**config.mk**
```make
export PLATFORM = sky130hd
export DESIGN_NAME = mfp_eic_sense
export DESIGN_NICKNAME = d
export VERILOG_FILES = /design/src/rtl/mfp_eic_sense_pkg.sv /design/src/rtl/mfp_eic_sync.sv /design/src/rtl/mfp_eic_sense.sv
export SDC_FILE = /design/constraint.sdc
export NUM_CORES = 1
export LEC_CHECK = 0
export BUFFER_PORTS_ARGS = -buffer_cell sky130_fd_sc_hd__buf_4
export CAP_MARGIN = 20
export CORE_AREA = 4 4 255 257
export DETAILED_ROUTE_END_ITERATION = 7
export DIE_AREA = 0 0 259 261
export HOLD_SLACK_MARGIN = 0.05
export SLEW_MARGIN = 5
export SYNTH_ARGS = -nofsm -noshare
export SYNTH_HDL_FRONTEND = slang
export SYNTH_SLANG_ARGS = --single-unit
export TNS_END_PERCENT = 100
```
**constraint.sdc**
```tcl
create_clock -name HCLK -period 1.25 [get_ports HCLK]
set_input_delay 0.25 -clock HCLK [delete_from_list [all_inputs] [get_ports HCLK]]
set_output_delay 0.25 -clock HCLK [all_outputs]
set_load 0.02 [all_outputs]
```
**src/rtl/mfp_eic_sense_pkg.sv**
```systemverilog
// Shared definitions for the external interrupt controller: sense modes and
// request-vector/channel-number widths used by the sense stage and encoder.
package mfp_eic_sense_pkg;

    typedef enum logic [1:0] {
        EIC_MODE_OFF   = 2'b00,
        EIC_MODE_RISE  = 2'b01,
        EIC_MODE_FALL  = 2'b10,
        EIC_MODE_LEVEL = 2'b11
    } eic_mode_e;

    localparam int EIC_VECTOR_W = 256;
    localparam int EIC_NUM_W    = 8;

endpackage

```
**src/rtl/mfp_eic_sync.sv**
```systemverilog
// Parameterised-width two-flop synchroniser with asynchronous active-low reset to 0.
module mfp_eic_sync #(
    parameter int WIDTH = 1
) (
    input  logic             clk,
    input  logic             rst_n,
    input  logic [WIDTH-1:0] d,
    output logic [WIDTH-1:0] q
);

    logic [WIDTH-1:0] s1_d, s1_q;
    logic [WIDTH-1:0] s2_d, s2_q;

    always_comb begin
        s1_d = d;
        s2_d = s1_q;
    end

    always_ff @(posedge clk or negedge rst_n) begin
        if (!rst_n) begin
            s1_q <= '0;
            s2_q <= '0;
        end else begin
            s1_q <= s1_d;
            s2_q <= s2_d;
        end
    end

    assign q = s2_q;

endmodule

```
**src/rtl/mfp_eic_sense.sv**
```systemverilog
// EIC input stage: synchronise raw lines, apply per-channel sense mode, latch
// edge events into pending, and present pending & mask to the priority encoder.
module mfp_eic_sense
    import mfp_eic_sense_pkg::*;
#(
    parameter int EIC_CHANNELS = 64
) (
    input  logic                      HCLK,
    input  logic                      HRESETn,
    input  logic [EIC_CHANNELS-1:0]   signal,
    input  logic [2*EIC_CHANNELS-1:0] sense_mode,
    input  logic [EIC_CHANNELS-1:0]   mask,
    input  logic                      clr_we,
    input  logic [EIC_CHANNELS-1:0]   clr_data,
    input  logic                      ack_valid,
    input  logic [EIC_NUM_W-1:0]      ack_num,
    output logic [EIC_CHANNELS-1:0]   pending,
    output logic [EIC_VECTOR_W-1:0]   int_vector
);

    logic [EIC_CHANNELS-1:0] s2;
    logic [EIC_CHANNELS-1:0] s3_d, s3_q;
    logic [EIC_CHANNELS-1:0] pending_d, pending_q;

    mfp_eic_sync #(
        .WIDTH (EIC_CHANNELS)
    ) u_sync (
        .clk   (HCLK),
        .rst_n (HRESETn),
        .d     (signal),
        .q     (s2)
    );

    // s3 follows s2 regardless of mode so a mode change sees no stale edge
    always_comb s3_d = s2;

    for (genvar i = 0; i < EIC_CHANNELS; i++) begin : g_ch
        localparam logic [EIC_NUM_W-1:0] CH_NUM = EIC_NUM_W'(i);

        eic_mode_e mode;
        logic      clr;
        logic      ch_d;

        assign mode = eic_mode_e'(sense_mode[2*i+1:2*i]);
        assign clr  = (clr_we & clr_data[i]) | (ack_valid & (ack_num == CH_NUM));

        // Set takes priority over clear so a coincident event is not lost
        always_comb begin
            ch_d = pending_q[i];
            case (mode)
                EIC_MODE_OFF:   ch_d = 1'b0;
                EIC_MODE_RISE:  ch_d = (s2[i] & ~s3_q[i]) | (pending_q[i] & ~clr);
                EIC_MODE_FALL:  ch_d = (~s2[i] & s3_q[i]) | (pending_q[i] & ~clr);
                EIC_MODE_LEVEL: ch_d = s2[i];
                default:        ch_d = 1'b0;
            endcase
        end

        assign pending_d[i] = ch_d;
    end

    always_ff @(posedge HCLK or negedge HRESETn) begin
        if (!HRESETn) begin
            s3_q      <= '0;
            pending_q <= '0;
        end else begin
            s3_q      <= s3_d;
            pending_q <= pending_d;
        end
    end

    assign pending    = pending_q;
    assign int_vector = EIC_VECTOR_W'(pending_q & mask);

endmodule

```
=== Yosys cells after proc, flatten, opt, wreduce, memory -nomap -nowiden ===
Cells that the tools add are included.

* Reduce and logical (&&, ||, !) cells: 65
* Muxes and demuxes: 64
* Bitwise operators: 705
* Equal/unequal tests: 255

{| class="wikitable"
|+ Operator list
! operator !! number
|-
| $and 1x1->1 || 320
|-
| $eq 2x2->1 const B || 128
|-
| $eq 8x6->1 const B || 32
|-
| $pmux 1 s4 || 64
|-
| $not 1->1 || 192
|-
| $or 1x1->1 || 192
|-
| $eq 2x1->1 const B || 64
|-
| $eq 8x5->1 const B || 16
|-
| $logic_not 2->1 || 64
|-
| $and 64x64->64 || 1
|-
| $eq 8x4->1 const B || 8
|-
| $eq 8x3->1 const B || 4
|-
| $eq 8x2->1 const B || 2
|-
| $eq 8x1->1 const B || 1
|-
| $logic_not 8->1 || 1
|}

* Flip-flop bits (word level): 256
* Word-level logic and storage cells: 1093

=== Logic depth before layout (Yosys ltp) ===
* Depth in word-level cells: 7
* Gate-level depth with buffers: 5

=== Modules after synthesis ===
A second synthesis with hierarchy kept.

* Cells, all modules: 1399
* Area, all modules: 14938.1 µm²

{| class="wikitable"
|+ By module, submodules not included
! module !! cells an instance !! instances !! area an instance (µm²) !! sequential area each (µm²)
|-
| mfp_eic_sense || 1271 || 1 || 11735.0 || 3203.1
|-
| mfp_eic_sync || 128 || 1 || 3203.1 || 3203.1
|}

=== Worst setup path after synthesis ===
Ideal clock, no wire load.

* Path kind: input port to flip-flop
* Start: input port ack_num[4]
* End: register pending_q[47] (netlist: pending[47])
* Cell stages on the path: 4
* Arrival time: 1.330 ns
* Setup slack: -0.201 ns
* Path through: or4b_1 > clkbuf_1 > or3_1 > o2bb2ai_1

* Cells in the longest elaborated chain, start to end: 7
* Elaborated cells on any way between the ends: 8

{| class="wikitable"
|+ Ends and longest elaborated chain
! what !! RTL line !! source
|-
| from (decl) || mfp_eic_sense.sv:16 || <nowiki>input logic [EIC_NUM_W-1:0] ack_num,</nowiki>
|-
| $eq 8x6->1 * || mfp_eic_sense.sv:45 || <nowiki>assign clr = (clr_we & clr_data[i]) | (ack_valid & (ack_num == CH_NUM));</nowiki>
|-
| $and 1x1->1 * || mfp_eic_sense.sv:45 ||
|-
| $or 1x1->1 * || mfp_eic_sense.sv:45 ||
|-
| $not 1->1 * || mfp_eic_sense.sv:52, mfp_eic_sense.sv:53 ||
|-
| $and 1x1->1 * || mfp_eic_sense.sv:52, mfp_eic_sense.sv:53 ||
|-
| $or 1x1->1, on equally long branches || mfp_eic_sense.sv:53, mfp_eic_sense.sv:52 ||
|-
| $pmux 1 s4 * || mfp_eic_sense.sv:50 || <nowiki>case (mode)</nowiki>
|-
| named net g_ch[47].ch_d || mfp_eic_sense.sv:42 || <nowiki>logic ch_d;</nowiki>
|-
| to (signal assigned) || mfp_eic_sense.sv:68 || <nowiki>pending_q <= pending_d;</nowiki>
|-
| to (decl) || mfp_eic_sense.sv:23 || <nowiki>logic [EIC_CHANNELS-1:0] pending_d, pending_q;</nowiki>
|}

The timed path passes the listed nets; every way through them passes the cells marked *.

=== Worst setup path after layout ===
* Start: register pending_q[35] (netlist: pending[35])
* End: output port int_vector[35]

* Cells in the longest elaborated chain, start to end: 1

{| class="wikitable"
|+ Ends and longest elaborated chain
! what !! RTL line !! source
|-
| $and 64x64->64 || mfp_eic_sense.sv:73 || <nowiki>assign int_vector = EIC_VECTOR_W'(pending_q & mask);</nowiki>
|-
| to (decl) || mfp_eic_sense.sv:18 || <nowiki>output logic [EIC_VECTOR_W-1:0] int_vector</nowiki>
|}

No other way between the ends.

==> summary.md <==
| Metric | Value |
|---|---|
| Status | `finished, violations left` |
| Failing checks | `negative setup slack` |
| R2r startpoint | `pending[19]` |
| Crit Reg-Reg Endpoint | `pending[19]` |
| Cells on worst reg2reg path | `5` |
| Synth-to-Final Area Change | `57.1%` |
| Cells taking the most area after synthesis | `dfrtp_1, ha_1, buf_4` |
| Cell family with most CP delay | `flip-flops` |
| Max stage delay on crit path | `roughly 0.39 ns` |
| Post-synth EDFFs | `0` |
| Synthesized area | `approximately 15000 sq um` |
| DRT Wirelength | `around 52 mm` |
| Ys Warns | `0` |
| Die area | `approximately 68000 sq um` |
| Post-route cell area | `between 20000 and 25000 sq um` |
| Final setup margin | `-0.363 ns` |
| Routed vias | `12700` |
| Critical Path End Type | `output port` |
| Period utilisation layout | `129%` |
| Hold slack | `0.108 ns` |
| Fin. max-slew vios | `0` |
| Worst Setup SP | `pending[35]` |
| First-pass GRT wire length | `76.0 mm` |
| Most numerous cell in the Yosys netlist | `dfrtp_1` |
| P per Cell Area | `roughly 1100 nW/um^2` |
| Data arrival, critical path | `around 1.4 ns` |
| Leakage | `roughly 11 nW` |
| FP Rows | `between 90 and 100` |
| Skew-Pair Late Insertion Delay | `0.58 ns` |
| Crit-path cells | `buf_12 -> and2_4 -> buf_6` |
| Core area | `62700 sq um` |
| Seq. cell area | `between 6000 and 7000 sq um` |
| Synth cell count leaders | `dfrtp_1, buf_4, ha_1` |
| Unrepaired setup endpoints after global routing | `yes` |
| Final Util | `a little over a third` |
| Root Buffer | `clkbuf_16` |
| Mapped Cells | `1375` |
| Seq/Total Area, Yosys | `a little over two fifths` |
| Fmax | `just over 600 MHz` |
| Placer congestion estimate | `around 0.83` |
| Hold Path Cell Cnt | `4` |
| Antenna-violating nets left | `0` |
| Largest net degree at the start of global routing | `59` |
| Worst Hold Launch | `sense_mode[89]` |
| Drt via density | `~4.2` |
| Hold Path Sink | `pending[44]` |
| CTS tree | `yes` |
| Cell taking the most area after synthesis | `dfrtp_1` |
| Fraction of layout cells with a size suffix above 1 | `between 30% and 40%` |
| Multi-input gate area | `roughly 7000 sq um` |
| P_int | `17.7 mW` |
| Remaining global-route overflow | `0` |
| CTS Buf Count | `30` |
| Gr usage total | `between 10 and 15%` |
| Clock Tree Buf Depth | `3` |
| Async set-or-reset flop fraction in the synthesized netlist | `100%` |
| Worst VDD drop | `slightly above 0.9 mV` |
| TNS Setup | `-30.75 ns` |
| Worst-path clk slew | `0.06 ns` |
| Remaining DRCs | `0` |
| Vias in the first global route | `roughly 14000` |
| Die width | `259 um` |
| Setup-failing EPs final | `between 100 and 150` |
| Initial antenna violation count | `10` |
| Initial Util | `between 20% and 30%` |
| Number of buffers added on ports | `roughly 460` |
| NumNets Final | `about 2700` |
| Synth unique cells | `24` |
| Placed Area | `slightly below 20000 sq um` |
| Post-synth top area share | `a little over two fifths` |
| HPWL Detailed | `40.6 mm` |
| Setup Crit Path Kind | `reg -> out` |
| Max-Cap Viols | `0` |
| Crit path depth | `3` |
| Wire per inst | `approximately 17 um` |
| Worst hold path class | `in -> reg` |
| Combinational power share | `~25%` |
| Synth Flop Type | `dfrtp_1` |
| CP bufs+invs | `2` |
| Switching Share | `~29%` |
| Final Hold Viols | `0` |
| Clock Power Share | `between 30% and 40%` |
| CP max-delay cell | `dfrtp_1` |
| #FFs+latches synth | `256` |
| Crit-path max FO | `3` |
| Mapped Avg Cell Area | `around 11 sq um` |
| Fin crit period | `around 1.6 ns` |
| # IOs | `roughly 650` |
| Drt pass-1 iters | `4` |
| H-Tree Depth | `1` |
| Worst clock skew | `0.0190 ns` |
| Startpoint Class | `flop` |
| 1st-iter DRT viols | `515` |
| Die extent in y | `261 um` |
| Switching power | `about 7 mW` |
| Filler cell count | `between 6000 and 7000` |
| CTS Sinks | `256` |
| Flop pwr share | `between 30 and 40%` |
| R2R Setup Slk | `around 0.12 ns` |
| CP required | `1.00 ns` |
state kept, by name, indices dropped and copies added, names as in the netlist:
signal	count
u_sync.q	64
u_sync.s1_q	64
s3_q	64
pending	64
per-stage QoR:
stage | power, mW | setup WS (ns) | std cells
3_5_place_dp | 14.3 | -0.727 | 2747
2_1_floorplan | 12.0 | -0.200 | 1566
6_report | 24.8 | -0.363 | 3009
3_3_place_gp | 14.1 | -0.664 | 2747
4_1_cts | 24.9 | -0.409 | 2970
5_1_grt | 26.0 | -0.421 | 3008
logic make-up after synthesis:
family | synth area share (%)
compound gates | 7.01
fa+ha+maj | 16.4
buf+inv | 13.8
flops | 43.8
other cells | 0.0256
simple gates | 19.0
worst reg2reg max path: stages (launching register included):
cell and delay (ns):
dfrtp_1 0.41, buf_6 0.14, buf_4 0.12, buf_4 0.12, nand4b_1 0.09, o22ai_1 0.10
routing by layer:
layer,global-route usage (%),wire length (um)
met5,0,13
met4,5.37,1840
met3,3.12,3800
met2,27.1,27400
met1,15.9,19200
area by class of cell:
type	instances	share of cell area [%]
multi-input combinational	964	31.0
clock inverter	11	0.495
sequential	256	28.0
antenna	8	0.0871
tap	846	4.60
clock buffer	44	4.11
inverter	129	2.11
timing repair buffer	751	29.6
placed cells by master, fill, tap and decap left out, drive strengths merged, types with 62 or more instances in the layout:
| cell | netlist | routed |
|---|---|---|
| o22ai | 62 | 62 |
| nand2 | 164 | 164 |
| nand4b | 116 | 116 |
| dlygate4sd3 | 0 | 127 |
| dfrtp | 256 | 256 |
| ha | 192 | 192 |
| nor3 | 62 | 62 |
| buf | 198 | 624 |
| inv | 129 | 130 |
| and2 | 64 | 64 |
| conb | 1 | 192 |
timing repair:
item                                    4_1_cts  5_1_grt
setup buffers                                41       31
pin swaps                                    38       35
hold endpoints to repair                    382        0
gates cloned                                  0        0
endpoints found under the setup margin      151      128
hold buffers                                127        0
resized for setup                           231       30
worst max-delay path by stage:
stage	end	slack, ns
after floorplan	pending[47]	-0.20
after global placement	pending[1]	-0.66
after detailed placement	pending[1]	-0.73
after CTS	int_vector[34]	-0.41
after global routing	int_vector[34]	-0.42
final	int_vector[35]	-0.36
power groups by stage:
stage          Clock (mW)  Sequential, mW  Combinational, mW
3_3_place_gp            0            9.46               4.63
6_report             9.33            9.39               6.09
2_1_floorplan           0            9.57               2.45
4_1_cts              9.63            9.39               5.85
3_5_place_dp            0            9.49               4.77
5_1_grt              10.0            9.45               6.56
Note: power is estimated with default switching activity, not from simulation.
